**src/rtl/arb_pkg.sv**
```systemverilog
// Shared definitions for the arbiter and one-hot mux blocks: implementation
// selector constants and the index-width helper.
package arb_pkg;

  typedef enum int {
    ARB_IMPL_MASK_PRIO = 0
  } arb_impl_e;

  // Index width for a WIDTH-way select, never narrower than one bit.
  function automatic int idx_w(input int width);
    int w;
    w = $clog2(width);
    return (w < 1) ? 1 : w;
  endfunction

endpackage

```
**src/rtl/arb_rr_pipe_if.sv**
```systemverilog
// Request/output channel bundle for arb_rr_pipe. The slave modport is the
// arbiter; the master modport is the surrounding requesters and consumer.
interface arb_rr_pipe_if
  import arb_pkg::*;
#(
  parameter type DAT_T = logic [7:0],
  parameter int  WIDTH = 32
) ();

  localparam int IW = idx_w(WIDTH);

  logic [WIDTH-1:0] req_vld;
  DAT_T             req_dat [WIDTH];
  logic [WIDTH-1:0] req_rdy;
  logic             out_vld;
  DAT_T             out_dat;
  logic [IW-1:0]    out_idx;
  logic [WIDTH-1:0] out_oht;
  logic             out_rdy;

  modport slave (
    input  req_vld, req_dat, out_rdy,
    output req_rdy, out_vld, out_dat, out_idx, out_oht
  );

  modport master (
    output req_vld, req_dat, out_rdy,
    input  req_rdy, out_vld, out_dat, out_idx, out_oht
  );

endinterface

```
**src/rtl/oht_pry_base.sv**
```systemverilog
// Lowest-index-first priority encoder: keeps only the lowest set bit of vec.
module oht_pry_base #(
  parameter int WIDTH = 32
) (
  input  logic [WIDTH-1:0] vec,
  output logic [WIDTH-1:0] oht
);

  // Two's-complement isolate-lowest-set-bit trick.
  assign oht = vec & (~vec + WIDTH'(1));

endmodule

```
**src/rtl/arb_rr_pipe.sv**
```systemverilog
// Registered round-robin arbiter stage with one-hot grant output.
// Define ARB_RR_PIPE_FIXED_EN for a fixed-priority build (lowest index wins, no pointer).
module arb_rr_pipe
  import arb_pkg::*;
#(
  parameter type DAT_T          = logic [7:0],
  parameter int  WIDTH          = 32,
  parameter int  IMPLEMENTATION = 0
) (
  input logic          clk,
  input logic          rst,
  arb_rr_pipe_if.slave bus
);

  localparam int IW = idx_w(WIDTH);

  generate
    if (WIDTH < 2) begin : g_bad_width
      $fatal(1, "arb_rr_pipe: WIDTH must be at least 2");
    end
    if (IMPLEMENTATION != int'(ARB_IMPL_MASK_PRIO)) begin : g_bad_impl
      $fatal(1, "arb_rr_pipe: unsupported IMPLEMENTATION");
    end
  endgenerate

  logic [WIDTH-1:0] req_vld;
  logic [WIDTH-1:0] unmasked_oht;
  logic [WIDTH-1:0] grant;
  logic [IW-1:0]    grant_idx;
  DAT_T             grant_dat;
  logic             ld;
  logic             xfer;

  logic             out_vld_reg;
  DAT_T             out_dat_reg;
  logic [IW-1:0]    out_idx_reg;
  logic [WIDTH-1:0] out_oht_reg;

  assign req_vld = bus.req_vld;

  oht_pry_base #(.WIDTH(WIDTH)) u_pry_unmasked (
    .vec (req_vld),
    .oht (unmasked_oht)
  );

`ifdef ARB_RR_PIPE_FIXED_EN
  assign grant = unmasked_oht;
`else
  logic [IW-1:0]    ptr_reg;
  logic [WIDTH-1:0] masked_vld;
  logic [WIDTH-1:0] masked_oht;

  // Only channels strictly above the last winner compete in the masked search.
  for (genvar gi = 0; gi < WIDTH; gi++) begin : g_mask
    assign masked_vld[gi] = req_vld[gi] & (IW'(gi) > ptr_reg);
  end

  oht_pry_base #(.WIDTH(WIDTH)) u_pry_masked (
    .vec (masked_vld),
    .oht (masked_oht)
  );

  assign grant = (|masked_vld) ? masked_oht : unmasked_oht;

  always_ff @(posedge clk or posedge rst) begin
    if (rst) begin
      ptr_reg <= IW'(WIDTH - 1);
    end else if (xfer) begin
      ptr_reg <= grant_idx;
    end
  end
`endif

  // Grant is one-hot, so at most one branch fires.
  always_comb begin
    grant_idx = '0;
    grant_dat = '0;
    for (int i = 0; i < WIDTH; i++) begin
      if (grant[i]) begin
        grant_idx = IW'(i);
        grant_dat = bus.req_dat[i];
      end
    end
  end

  assign ld   = ~out_vld_reg | bus.out_rdy;
  assign xfer = ld & (|req_vld);

  // rst gates ready so nothing is accepted while the stage is being cleared.
  assign bus.req_rdy = grant & {WIDTH{ld & ~rst}};

  always_ff @(posedge clk or posedge rst) begin
    if (rst) begin
      out_vld_reg <= 1'b0;
      out_dat_reg <= '0;
      out_idx_reg <= '0;
      out_oht_reg <= '0;
    end else if (ld) begin
      out_vld_reg <= |req_vld;
      if (|req_vld) begin
        out_dat_reg <= grant_dat;
        out_idx_reg <= grant_idx;
        out_oht_reg <= grant;
      end
    end
  end

  assign bus.out_vld = out_vld_reg;
  assign bus.out_dat = out_dat_reg;
  assign bus.out_idx = out_idx_reg;
  assign bus.out_oht = out_oht_reg;

endmodule

```
**src/flat_wrapper.sv**
```systemverilog
// flat-port wrapper written by rule: the top's interface ports become plain ports
module arb_rr_pipe_flat import arb_pkg::*;
#(
  parameter type DAT_T          = logic [7:0],
  parameter int  WIDTH          = 32,
  parameter int  IMPLEMENTATION = 0
)
  (clk, rst, bus_req_vld, bus_req_dat, bus_out_rdy, bus_req_rdy, bus_out_vld, bus_out_dat, bus_out_idx, bus_out_oht);
  arb_rr_pipe_if #(.DAT_T(DAT_T), .WIDTH(WIDTH)) bus_i ();
  input logic clk;
  input logic rst;
  input wire logic [$bits(bus_i.req_vld)-1:0] bus_req_vld;
  input wire logic [$bits(bus_i.req_dat)-1:0] bus_req_dat;
  input wire logic [$bits(bus_i.out_rdy)-1:0] bus_out_rdy;
  output wire logic [$bits(bus_i.req_rdy)-1:0] bus_req_rdy;
  output wire logic [$bits(bus_i.out_vld)-1:0] bus_out_vld;
  output wire logic [$bits(bus_i.out_dat)-1:0] bus_out_dat;
  output wire logic [$bits(bus_i.out_idx)-1:0] bus_out_idx;
  output wire logic [$bits(bus_i.out_oht)-1:0] bus_out_oht;
  assign bus_i.req_vld = bus_req_vld;
  assign bus_i.req_dat = {>>{bus_req_dat}};
  assign bus_i.out_rdy = bus_out_rdy;
  assign bus_req_rdy = bus_i.req_rdy;
  assign bus_out_vld = bus_i.out_vld;
  assign bus_out_dat = bus_i.out_dat;
  assign bus_out_idx = bus_i.out_idx;
  assign bus_out_oht = bus_i.out_oht;
  arb_rr_pipe #(.DAT_T(DAT_T), .WIDTH(WIDTH), .IMPLEMENTATION(IMPLEMENTATION)) u_core (.clk(clk), .rst(rst), .bus(bus_i));
endmodule
```
**config.mk**
```make
export PLATFORM = sky130hd
export DESIGN_NAME = arb_rr_pipe_flat
export DESIGN_NICKNAME = d
export VERILOG_FILES = /design/src/rtl/arb_pkg.sv /design/src/rtl/arb_rr_pipe_if.sv /design/src/rtl/oht_pry_base.sv /design/src/rtl/arb_rr_pipe.sv /design/src/flat_wrapper.sv
export SDC_FILE = /design/constraint.sdc
export NUM_CORES = 1
export LEC_CHECK = 0
export ABC_AREA = 1
export CELL_PAD_IN_SITES_DETAIL_PLACEMENT = 0
export CELL_PAD_IN_SITES_GLOBAL_PLACEMENT = 2
export CORE_AREA = 2 2 145 147
export DETAILED_ROUTE_END_ITERATION = 8
export DIE_AREA = 0 0 147 149
export DONT_BUFFER_PORTS = 1
export PLACE_DENSITY_LB_ADDON = 0.1
export RECOVER_POWER = 100
export SYNTH_ARGS = -nofsm -noshare
export SYNTH_HDL_FRONTEND = slang
export SYNTH_SLANG_ARGS = --single-unit
export TNS_END_PERCENT = 20
```
**constraint.sdc**
```tcl
create_clock -name clk -period 7 [get_ports clk]
set_input_delay 1.4 -clock clk [delete_from_list [all_inputs] [get_ports clk]]
set_output_delay 1.4 -clock clk [all_outputs]
set_load 0.005 [all_outputs]
```
==> flow_metrics.tcl <==
set metrics [dict create \
    outcome "finished with violations" \
    failed_checks "capacitance limit, slew limit" \
    worst-path-max-fanout 4 \
    clock-sinks 51 \
    n_fill_cell 2441 \
    slew_headroom -1.00 \
    finalNetCount 1264 \
    path_delay_family "simple AND/OR/NAND/NOR gates" \
    endpoint_kind "output pin" \
    met2_wirelength_um 16100 \
    clock_path_buffers 2 \
    period_needed_ns 6.13 \
    grtUsageTotal 0.274 \
    mostFrequentLayoutCells "nand2_1 (348), nor2_1 (101), nand4_1 (73), nand3_1 (69), inv_1 (65)" \
    cp_cell_sequence "inv_2 > nand3_4 > nor3_4 > nand3_1 > nor3_1 > nand3_2 > nor3_1 > nand3_1 > inv_1 > nand4_2 > nor3_1 > nor3b_1 > nand2_1 > o31ai_1 > inv_1 > nor2_1" \
    ctsHtreeMaxLevel 2 \
    finalClockSkew_ns 0.0113 \
    place.gp.congestion 0.869 \
    finalPower_w 0.00171 \
    leakage_nw 2.65 \
    wl_per_cell_um 24.9 \
    synthesis.nets 1263 \
    first_global_vias 6963 \
    synthCells 972 \
    drt_first_pass_iters 5 \
    num_rows 53 \
    port_buffers 0 \
    post-route-period-util 0.875 \
    clockRootBuffer "clkbuf_16" \
    worstRegToRegCells 24 \
    clk_pin_slew_ns 0.08 \
    post-cts-setup-buffers 0 \
    path_common_cell "nor3_1" \
    hold_path_class "flop to flop" \
    drive_gt1_frac 0.0945 \
    slew_viol_final 135 \
    worstMarginPinSlew_ns 3.01 \
    largest_reg_flops 32 \
    die_w_um 147 \
    yosys_warnings 0 \
    postCtsHoldBufs 0 \
    ys_seq_area_frac 0.226 \
    drtAntennaViolNets 0 \
    holdPathStages 2 \
    final_hold_viol_count 0 \
    syn_area_sq_um 5670 \
    drv_cap 2 \
    ys_types 41 \
    syn_to_final_growth_pct 8.06 \
    cts_buffers 5 \
    highest_layer "met5" \
    cp_num_cells 16 \
    boundaryPins 369 \
    ys_seq_elements 51 \
    required_ns 5.60 \
    fin_setup_tns_ns 0 \
    antenna_found_initial 12 \
    grt_overflow 0 \
    hpwl_um 26100 \
    critPathArrivalTime_ns 4.73 \
    cts_tree "built" \
    crit_buf_inv 3 \
    num_vias 6721 \
    cp_slowest_cell "o31ai_1" \
    post_cts_resize_count 0 \
    rsz0062_at_grt "no" \
    wl_met3_um 2810 \
    clock.fmax_ghz 0.163 \
    max_stage_delay_ns 0.70 \
    grt_pass1_wl_um 44100 \
    core-area_sq_um 20600 \
    insertion_delay_ns 0.30 \
    syn_area_per_cell_sq_um 5.83 \
    design.die.area_sq_um 21900 \
    routed_wl_um 31300 \
    crit_type "input port to output pin" \
    setup_viol 0 \
    m1WireLength_um 10600 \
    avgViaCountPerCell 5.35 \
    grt_start_max_net_pins 84 \
    pwr_density_cell_nw_per_um2 279 \
    drc_errors 0 \
    layout_commonest_cell "nand2_1" \
    cp-start-kind "input port" \
    ir_drop_mv 0.109 \
    initial_core_util 0.276 \
    drtIter0Drc 334 \
    dieHeight_um 149 \
]
[logic make-up after synthesis]
logic type / count (synthesis) / synth area share
simple gates: 688 / 0.561
compound gates: 124 / 0.131
buf+inv: 109 / 0.0819
flops: 51 / 0.226
[layout make-up]
cell class	count	area, sq um	share of cell area
diodes	8	20.0	0.00327
clock buffers	5	125	0.0204
clock inverters	3	46.3	0.00756
inverters	81	304	0.0496
multi-input cells	812	3860	0.631
flip-flops and latches	51	1280	0.209
well taps	275	344	0.0562
repair buffers	22	140	0.0229
[cell usage after synthesis, drive strengths merged]
master,instances,area (sq um)
a21oi,58,290
nor3,23,159
or4,2,15.0
a31oi,1,6.26
o41ai,2,43.8
dfrtp,46,1150
nand2,351,1340
nor4b,1,15.0
nand4,74,469
or3,1,6.26
nor4,4,25.0
nand3,72,388
a21boi,8,60.1
buf,16,115
inv,81,304
o21ai,48,244
nand3b,3,22.5
dfstp,5,131
nor2,105,412
or2,51,319
clkbuf,12,45.0
o31ai,7,100
nor3b,1,12.5
[routing by layer]
layer | global-route usage | vias to the layer above
met5 | 0 | -
met4 | 0.147 | 10
met3 | 0.0890 | 82
met2 | 0.511 | 331
met1 | 0.270 | 3053
li1 | - | 3245
[path summary, 6_finish.rpt]
kind | start | endpoint | slack (ns)
setup / recovery | bus_req_vld[0] | bus_req_rdy[24] | 0.87
hold / removal | u_core.bus.out_dat[3]$_DFFE_PP0P_ | u_core.bus.out_dat[3]$_DFFE_PP0P_ | 0.52
setup reg to reg | u_core.ptr_reg[2]$_DFFE_PP1P_ | u_core.bus.out_dat[5]$_DFFE_PP0P_ | 1.35
hold reg to reg | u_core.bus.out_dat[3]$_DFFE_PP0P_ | u_core.bus.out_dat[3]$_DFFE_PP0P_ | 0.52
max in group asynchronous | rst | u_core.bus.out_dat[1]$_DFFE_PP0P_ | 3.04
min in group asynchronous | rst | u_core.bus.out_oht[6]$_DFFE_PP0P_ | 2.26
[tightest hold or removal path, cell delays in order, from the launching register on]
cell,delay (ns)
dfrtp_1,0.37
nand2_1,0.06
nand2_1,0.05
[where the power goes]
group	internal, W	switching [W]	total, W
sequential	0.000370	0.0000848	0.000455
combinational	0.000296	0.000667	0.000963
clock	0.000170	0.000120	0.000291
[metrics by stage]
stage / area [sq um] / std cells / hold WS [ns] / utilization / worst slack (ns)
after floorplan: 5670 / 972 / 0.472 / - / 1.76
after global placement: 6030 / 1241 / 0.497 / 0.293 / 1.40
after detailed placement: 6030 / 1241 / 0.501 / 0.293 / 1.31
after CTS: 6200 / 1249 / 0.519 / 0.302 / 1.31
after global routing: 6120 / 1253 / 0.546 / 0.298 / 0.523
final: 6130 / 1257 / 0.516 / 0.298 / 0.872
(Power assumes the default switching activity.)
